## src/rtl/mcp_spi_master_if.sv

```systemverilog
// ---------------------------------------------------------------------------
// mcp_spi_master_if
// Bundles the request/response handshake and the SPI pins of mcp_spi_master.
//   start, rw, reg_addr, wr_data : transaction request (processor side)
//   busy, done, rd_data          : transaction status / read result
//   spiClk, cs, mosi             : SPI outputs to the MCP23S17
//   miso                         : SPI input from the MCP23S17
// modport master : view of the SPI master itself
// modport slave  : view of whatever sits around it (processor + SPI device)
// ---------------------------------------------------------------------------
interface mcp_spi_master_if;
    logic       start;
    logic       rw;
    logic [7:0] reg_addr;
    logic [7:0] wr_data;
    logic       busy;
    logic       done;
    logic [7:0] rd_data;
    logic       spiClk;
    logic       cs;
    logic       mosi;
    logic       miso;

    modport master (
        input  start, rw, reg_addr, wr_data, miso,
        output busy, done, rd_data, spiClk, cs, mosi
    );

    modport slave (
        output start, rw, reg_addr, wr_data, miso,
        input  busy, done, rd_data, spiClk, cs, mosi
    );
endinterface

```

## src/rtl/mcp_spi_master.sv

```systemverilog
// ---------------------------------------------------------------------------
// mcp_spi_master
// SPI mode-0 master issuing one 3-byte MCP23S17 register transaction per
// start: {0100, HW_ADDR, rw} opcode, register address, data byte.
// spiClk is a slow strobe (CLK_DIV sysClk cycles per half period) so the
// slave's synchronizers see every edge.
//   sysClk : system clock, rising edge
//   reset  : asynchronous, active-low
//   bus    : mcp_spi_master_if.master (request, status, SPI pins)
// All outputs come straight from registers.
// ---------------------------------------------------------------------------
module mcp_spi_master #(
    parameter int         CLK_DIV = 4,
    parameter logic [2:0] HW_ADDR = 3'b000
) (
    input  logic              sysClk,
    input  logic              reset,
    mcp_spi_master_if.master  bus
);
    if (CLK_DIV < 2 || CLK_DIV > 255) begin : g_bad_clk_div
        $error("mcp_spi_master: CLK_DIV must be within 2..255");
    end

    localparam logic [7:0] DIV_M1 = 8'(CLK_DIV - 1);

    typedef enum logic [2:0] {
        S_IDLE, S_SETUP, S_HIGH, S_LOW, S_GAP, S_DONE
    } state_t;

    state_t      r_state;
    logic [7:0]  r_cnt;      // half-period counter
    logic [4:0]  r_bit_cnt;  // 0..23, index of the bit currently on the wire
    logic        r_gap2;     // second half of the 2*CLK_DIV chip-select gap
    logic [22:0] r_tx;       // frame bits still to send; bit 23 goes out at load
    logic [7:0]  r_rx;
    logic        r_rw;
    logic        r_cs, r_sck, r_mosi, r_busy, r_done;
    logic [7:0]  r_rd_data;

    logic [23:0] w_frame;
    logic        w_last;

    // Reads shift out a zero data byte regardless of wr_data.
    assign w_frame = {4'b0100, HW_ADDR, bus.rw, bus.reg_addr,
                      bus.rw ? 8'h00 : bus.wr_data};
    assign w_last  = (r_cnt == DIV_M1);

    always_ff @(posedge sysClk or negedge reset) begin
        if (!reset) begin
            r_state   <= S_IDLE;
            r_cnt     <= 8'd0;
            r_bit_cnt <= 5'd0;
            r_gap2    <= 1'b0;
            r_tx      <= 23'd0;
            r_rx      <= 8'd0;
            r_rw      <= 1'b0;
            r_cs      <= 1'b1;
            r_sck     <= 1'b0;
            r_mosi    <= 1'b0;
            r_busy    <= 1'b0;
            r_done    <= 1'b0;
            r_rd_data <= 8'h00;
        end else begin
            r_done <= 1'b0;
            case (r_state)
                S_IDLE: begin
                    r_bit_cnt <= 5'd0;
                    r_cnt     <= 8'd0;
                    r_gap2    <= 1'b0;
                    if (bus.start) begin
                        r_tx    <= w_frame[22:0];
                        r_rw    <= bus.rw;
                        r_mosi  <= w_frame[23];
                        r_cs    <= 1'b0;
                        r_busy  <= 1'b1;
                        r_state <= S_SETUP;
                    end
                end
                S_SETUP: begin
                    if (w_last) begin
                        r_cnt   <= 8'd0;
                        r_sck   <= 1'b1;
                        r_state <= S_HIGH;
                    end else begin
                        r_cnt <= r_cnt + 8'd1;
                    end
                end
                S_HIGH: begin
                    if (w_last) begin
                        // Sample at the end of the high phase; the slave has
                        // held miso stable since the preceding fall.
                        r_cnt   <= 8'd0;
                        r_rx    <= {r_rx[6:0], bus.miso};
                        r_sck   <= 1'b0;
                        r_mosi  <= r_tx[22];
                        r_tx    <= {r_tx[21:0], 1'b0};
                        r_state <= S_LOW;
                    end else begin
                        r_cnt <= r_cnt + 8'd1;
                    end
                end
                S_LOW: begin
                    if (w_last) begin
                        r_cnt <= 8'd0;
                        if (r_bit_cnt < 5'd23) begin
                            r_bit_cnt <= r_bit_cnt + 5'd1;
                            r_sck     <= 1'b1;
                            r_state   <= S_HIGH;
                        end else begin
                            r_cs    <= 1'b1;
                            r_mosi  <= 1'b0;
                            r_state <= S_GAP;
                        end
                    end else begin
                        r_cnt <= r_cnt + 8'd1;
                    end
                end
                S_GAP: begin
                    // 2*CLK_DIV may exceed 8 bits, so count two half periods.
                    if (w_last) begin
                        r_cnt <= 8'd0;
                        if (r_gap2) begin
                            r_done  <= 1'b1;
                            r_busy  <= 1'b0;
                            if (r_rw) r_rd_data <= r_rx;
                            r_state <= S_DONE;
                        end else begin
                            r_gap2 <= 1'b1;
                        end
                    end else begin
                        r_cnt <= r_cnt + 8'd1;
                    end
                end
                S_DONE:  r_state <= S_IDLE;
                default: r_state <= S_IDLE;
            endcase
        end
    end

    assign bus.cs      = r_cs;
    assign bus.spiClk  = r_sck;
    assign bus.mosi    = r_mosi;
    assign bus.busy    = r_busy;
    assign bus.done    = r_done;
    assign bus.rd_data = r_rd_data;
endmodule

```

## src/flat_wrapper.sv

```systemverilog
// flat-port wrapper written by rule: the top's interface ports become plain ports
module mcp_spi_master_flat 
#(
    parameter int         CLK_DIV = 4,
    parameter logic [2:0] HW_ADDR = 3'b000
)
  (sysClk, reset, bus_start, bus_rw, bus_reg_addr, bus_wr_data, bus_miso, bus_busy, bus_done, bus_rd_data, bus_spiClk, bus_cs, bus_mosi);
  mcp_spi_master_if bus_i ();
  input  logic sysClk;
  input  logic reset;
  input wire logic [$bits(bus_i.start)-1:0] bus_start;
  input wire logic [$bits(bus_i.rw)-1:0] bus_rw;
  input wire logic [$bits(bus_i.reg_addr)-1:0] bus_reg_addr;
  input wire logic [$bits(bus_i.wr_data)-1:0] bus_wr_data;
  input wire logic [$bits(bus_i.miso)-1:0] bus_miso;
  output wire logic [$bits(bus_i.busy)-1:0] bus_busy;
  output wire logic [$bits(bus_i.done)-1:0] bus_done;
  output wire logic [$bits(bus_i.rd_data)-1:0] bus_rd_data;
  output wire logic [$bits(bus_i.spiClk)-1:0] bus_spiClk;
  output wire logic [$bits(bus_i.cs)-1:0] bus_cs;
  output wire logic [$bits(bus_i.mosi)-1:0] bus_mosi;
  assign bus_i.start = bus_start;
  assign bus_i.rw = bus_rw;
  assign bus_i.reg_addr = bus_reg_addr;
  assign bus_i.wr_data = bus_wr_data;
  assign bus_i.miso = bus_miso;
  assign bus_busy = bus_i.busy;
  assign bus_done = bus_i.done;
  assign bus_rd_data = bus_i.rd_data;
  assign bus_spiClk = bus_i.spiClk;
  assign bus_cs = bus_i.cs;
  assign bus_mosi = bus_i.mosi;
  mcp_spi_master #(.CLK_DIV(CLK_DIV), .HW_ADDR(HW_ADDR)) u_core (.sysClk(sysClk), .reset(reset), .bus(bus_i));
endmodule
```

## config.mk

```make
export PLATFORM = sky130hd
export DESIGN_NAME = mcp_spi_master_flat
export DESIGN_NICKNAME = d
export VERILOG_FILES = /design/src/rtl/mcp_spi_master_if.sv /design/src/rtl/mcp_spi_master.sv /design/src/flat_wrapper.sv
export SDC_FILE = /design/constraint.sdc
export NUM_CORES = 1
export LEC_CHECK = 0
export BUFFER_PORTS_ARGS = -buffer_cell sky130_fd_sc_hd__buf_4
export CORE_MARGIN = 10
export CORE_UTILIZATION = 58
export DETAILED_ROUTE_END_ITERATION = 7
export GPL_ROUTABILITY_DRIVEN = 1
export MAX_ROUTING_LAYER = met4
export PLACE_DENSITY = 0.81
export SLEW_MARGIN = 30
export SYNTH_ARGS = -nofsm -noshare
export SYNTH_HDL_FRONTEND = slang
export SYNTH_SLANG_ARGS = --single-unit
```

## constraint.sdc

```tcl
create_clock -name sysClk -period 2.79 [get_ports sysClk]
set_input_delay 0.837 -clock sysClk [delete_from_list [all_inputs] [get_ports sysClk]]
set_output_delay 0.837 -clock sysClk [all_outputs]
set_load 0.02 [all_outputs]
```

==> impl_metrics.prom <==
# TYPE chip_impl_metric gauge
chip_impl_metric{name="global_route_wire_length_before_repair",unit="µm"} 10700
chip_impl_metric{name="worst_ep_arrival_time",unit="ns"} 2.57
chip_impl_metric{name="max_freq",unit="MHz"} 426
chip_impl_metric{name="grt_util_met2",unit=""} 0.252
chip_impl_metric{name="yosys_warnings",unit=""} 0
chip_impl_metric{name="gr-usage-all-layers",unit=""} 0.160
chip_impl_info{name="critPathCapture",value="u_core.r_tx[15]"} 1
chip_impl_info{name="synth_top_cells_by_count",value="sky130_fd_sc_hd__dfrtp_1, sky130_fd_sc_hd__mux2_2, sky130_fd_sc_hd__o21ai_0, sky130_fd_sc_hd__nor2_1, sky130_fd_sc_hd__a21oi_1"} 1
chip_impl_info{name="startpoint",value="u_core.r_cnt[0]"} 1
chip_impl_metric{name="placedCellCount",unit=""} 355
chip_impl_metric{name="yosys.area.top_type_share",unit=""} 0.501
chip_impl_metric{name="powerDensity",unit="nW/µm²"} 969
chip_impl_metric{name="grt_max_degree",unit=""} 63
chip_impl_metric{name="place.gp.congestion",unit=""} 0.840
chip_impl_metric{name="layout-drive-gt1-share",unit=""} 0.379
chip_impl_metric{name="min_period_over_period",unit=""} 0.841
chip_impl_metric{name="worst_pin_slew",unit="ns"} 0.751
chip_impl_metric{name="core",unit="µm²"} 5110
chip_impl_info{name="timing.rr.start",value="u_core.r_cnt[0]"} 1
chip_impl_metric{name="final_setup_skew",unit="ns"} 0.00609
chip_impl_info{name="clk_root_buffer_cell",value="sky130_fd_sc_hd__clkbuf_8"} 1
chip_impl_metric{name="cts_buffers",unit=""} 9
chip_impl_info{name="tritoncts",value="built"} 1
chip_impl_metric{name="final-instance-count-excl-fill",unit=""} 371
chip_impl_metric{name="period_minus_slack",unit="ns"} 2.35
chip_impl_metric{name="ys_async_sr_fraction",unit=""} 1.00
chip_impl_metric{name="post_cts.repair.setup_buffers",unit=""} 0
chip_impl_metric{name="placement_rows",unit=""} 26
chip_impl_metric{name="whs",unit="ns"} 0.503
chip_impl_info{name="setup.worst_path.end_class",value="register"} 1
chip_impl_info{name="synth.most_common_cell",value="sky130_fd_sc_hd__dfrtp_1"} 1
chip_impl_metric{name="power.static_leakage",unit="nW"} 1.64
chip_impl_metric{name="synth-seq-cells",unit=""} 62
chip_impl_metric{name="clock_path_buffers",unit=""} 2
chip_impl_metric{name="fin_total_pwr",unit="mW"} 3.51
chip_impl_metric{name="worst-r2r-setup-slack",unit="ns"} 0.44
chip_impl_metric{name="holdBufCountCts",unit=""} 0
chip_impl_metric{name="ir_worst_vdd",unit="µV"} 669
chip_impl_metric{name="critPathMaxFanout",unit=""} 18
chip_impl_metric{name="ctsHtreeMaxLevel",unit=""} 3
chip_impl_metric{name="postSynthNetCount",unit=""} 282
chip_impl_metric{name="stdcell_area",unit="µm²"} 3620
chip_impl_metric{name="totalWireLength",unit="µm"} 6170
chip_impl_metric{name="grt-ovfl-total",unit=""} 0
chip_impl_metric{name="finish.net_count",unit=""} 319
chip_impl_info{name="result_of_the_run",value="completed"} 1
chip_impl_metric{name="dp_hpwl",unit="µm"} 4080
chip_impl_metric{name="drtAntennaViolNets",unit=""} 0
chip_impl_metric{name="post_synth_num_cell_types",unit=""} 48
chip_impl_metric{name="grtUsageMet3",unit=""} 0.0339
chip_impl_metric{name="number_of_antenna_violations_at_the_first_check_in_global_routing",unit=""} 0
chip_impl_metric{name="fp.dieW",unit="µm"} 92.4
chip_impl_metric{name="final_max_slew_viol_count",unit=""} 0
chip_impl_metric{name="io_buffer_count",unit=""} 33
chip_impl_info{name="crit_path_top_delay_cell",value="sky130_fd_sc_hd__a21boi_4"} 1
chip_impl_metric{name="drt-pass1-iter-count",unit=""} 4
chip_impl_metric{name="clock_latency_on_the_worst_skew_pair",unit="ns"} 0.34
chip_impl_metric{name="clk_transition_reported_paths",unit="ns"} 0.07
chip_impl_metric{name="critPathMaxStageDelay",unit="ns"} 0.53
chip_impl_metric{name="cap_violations",unit=""} 0
chip_impl_metric{name="grt_pass1_vias",unit=""} 2163
chip_impl_metric{name="vias",unit=""} 2144
chip_impl_metric{name="synthCells",unit=""} 259
chip_impl_metric{name="area_of_the_mapped_netlist",unit="µm²"} 3040
chip_impl_info{name="grt_busiest_layer",value="met2"} 1
chip_impl_metric{name="floorplan.initialDensity",unit=""} 0.596
chip_impl_metric{name="dr.first_iter.drc_count",unit=""} 138
chip_impl_metric{name="synthToLayoutAreaGrowth",unit="%"} 18.9
chip_impl_metric{name="globalRouteMet1Util",unit=""} 0.188
chip_impl_metric{name="layout.core_utilization",unit=""} 0.709
chip_impl_metric{name="synth_enable_flop_cells",unit=""} 0
chip_impl_metric{name="n_antenna_cell",unit=""} 0
chip_impl_info{name="synthDominantAreaCellType",value="sky130_fd_sc_hd__dfrtp_1"} 1
chip_impl_metric{name="setup_tns",unit="ns"} 0
chip_impl_metric{name="die_height",unit="µm"} 92.4
chip_impl_metric{name="pre_cts_ws",unit="ns"} 0.483
chip_impl_info{name="min_path_type",value="reg2reg"} 1
chip_impl_metric{name="synth.yosys.seq_area_share",unit=""} 0.510
chip_impl_metric{name="via_per_inst",unit=""} 5.78
chip_impl_metric{name="placed_area",unit="µm²"} 3350
chip_impl_metric{name="postLayoutSetupSlackWorst",unit="ns"} 0.443
chip_impl_metric{name="io_pins",unit=""} 34
chip_impl_metric{name="slew-limit-headroom",unit=""} 0.500
chip_impl_info{name="critical_path.cell_chain",value="ha_1 > nor4b_4 > nand2_2 > a21boi_4 > mux2_2"} 1
chip_impl_metric{name="cts_sinks",unit=""} 62
chip_impl_metric{name="cp.required",unit="ns"} 3.01
chip_impl_metric{name="design.die.area",unit="µm²"} 8550
chip_impl_metric{name="setup_viol_count_final",unit=""} 0
chip_impl_info{name="synth.area.top_cells",value="sky130_fd_sc_hd__dfrtp_1, sky130_fd_sc_hd__mux2_2, sky130_fd_sc_hd__o21ai_0"} 1
chip_impl_metric{name="routed_wire_length_per_instance",unit="µm"} 16.6
chip_impl_metric{name="post_cts_resized",unit=""} 0
chip_impl_metric{name="hold_viol",unit=""} 0
chip_impl_info{name="regToRegEndpoint",value="u_core.r_tx[15]"} 1
chip_impl_metric{name="reg2regPathDepth",unit=""} 5
chip_impl_metric{name="drcViolationCount",unit=""} 0
chip_impl_info{name="crit_start_category",value="register"} 1
chip_impl_metric{name="synthesis.area_per_instance",unit="µm²"} 11.8
chip_impl_info{name="grt_setup_unrepaired",value="no"} 1
chip_impl_info{name="ys.flop_type",value="sky130_fd_sc_hd__dfrtp_1"} 1
chip_impl_info{name="worst-setup-path-type",value="reg2reg"} 1
==> routing by layer <==
layer | share of wire | routed length, µm
met5 | 0 | 0
met4 | 0.022 | 137
met3 | 0.028 | 173
met2 | 0.51 | 3150
met1 | 0.44 | 2710
==> how the worst min path moves through the flow <==
stage,from,endpoint,slack [ns],cells past startpoint
final,u_core.r_tx[2],u_core.r_tx[2],0.50,1
after global routing,u_core.r_tx[2],u_core.r_tx[2],0.52,1
after CTS,u_core.r_tx[2],u_core.r_tx[2],0.51,1
after detailed placement,u_core.r_tx[2],u_core.r_tx[2],0.49,1
after global placement,u_core.r_tx[22],u_core.r_tx[22],0.48,1
after floorplan,u_core.r_tx[22],u_core.r_tx[22],0.46,1
==> worst max-delay path: cells and delay by family (launching register included) <==
kind            cells  cell delay (ns)
compound gates      1             0.53
fa+ha+maj           1             0.27
flops               1             0.42
mux                 1             0.40
simple gates        2             0.60
==> power breakdown <==
part	total [mW]	switching (mW)	internal [mW]
clock	1.06	0.368	0.688
combinational	1.05	0.498	0.554
sequential	1.40	0.233	1.17
total	3.51	1.10	2.41
==> logic make-up after synthesis <==
group                      after synthesis  synth area share
and+or+nand+nor                         73             0.147
AOI/OAI and AO/OA                       48             0.105
adders and majority gates                2           0.00822
DFF                                     62             0.510
xor gates and xnor gates                 1           0.00288
muxes                                   52             0.192
buffers and inverters                   21            0.0353
==> registers in the layout, summed over array words and instances (netlist names) <==
| signal | flops |
|---|---|
| u_core.bus.mosi | 1 |
| u_core.bus.rd_data | 8 |
| u_core.r_bit_cnt | 5 |
| u_core.bus.cs | 1 |
| u_core.r_tx | 23 |
| u_core.bus.busy | 1 |
| u_core.bus.done | 1 |
| u_core.r_cnt | 8 |
| u_core.r_gap2 | 1 |
| u_core.r_rw | 1 |
| u_core.r_state | 3 |
| u_core.r_rx | 8 |
| u_core.bus.spiClk | 1 |
==> layout by cell type, fill, tap and decap left out, types with 4 or more instances in the layout <==
cell	Yosys	routed
sky130_fd_sc_hd__dfrtp_1	61	61
sky130_fd_sc_hd__mux2_2	50	50
sky130_fd_sc_hd__buf_4	1	40
sky130_fd_sc_hd__o21ai_0	14	14
sky130_fd_sc_hd__nor2_1	13	13
sky130_fd_sc_hd__a21oi_1	11	11
sky130_fd_sc_hd__nand2_1	10	10
sky130_fd_sc_hd__clkbuf_8	0	9
sky130_fd_sc_hd__nand4_1	8	8
sky130_fd_sc_hd__nor2b_1	8	8
sky130_fd_sc_hd__inv_1	7	7
sky130_fd_sc_hd__nand3_1	6	6
sky130_fd_sc_hd__nor3_1	5	5
sky130_fd_sc_hd__and2_1	4	4
sky130_fd_sc_hd__o21a_1	4	4
sky130_fd_sc_hd__bufinv_16	0	4
==> cell type report <==
| class | count | area, µm² |
|---|---|---|
| clock buffer | 9 | 124 |
| sequential | 62 | 1550 |
| multi-input combinational | 176 | 1380 |
| clock inverter | 7 | 145 |
| fill | 382 | 1490 |
| inverter | 7 | 26.3 |
| timing repair buffer | 40 | 300 |
| tap | 70 | 87.6 |
Note: power is estimated with default switching activity, not from simulation.
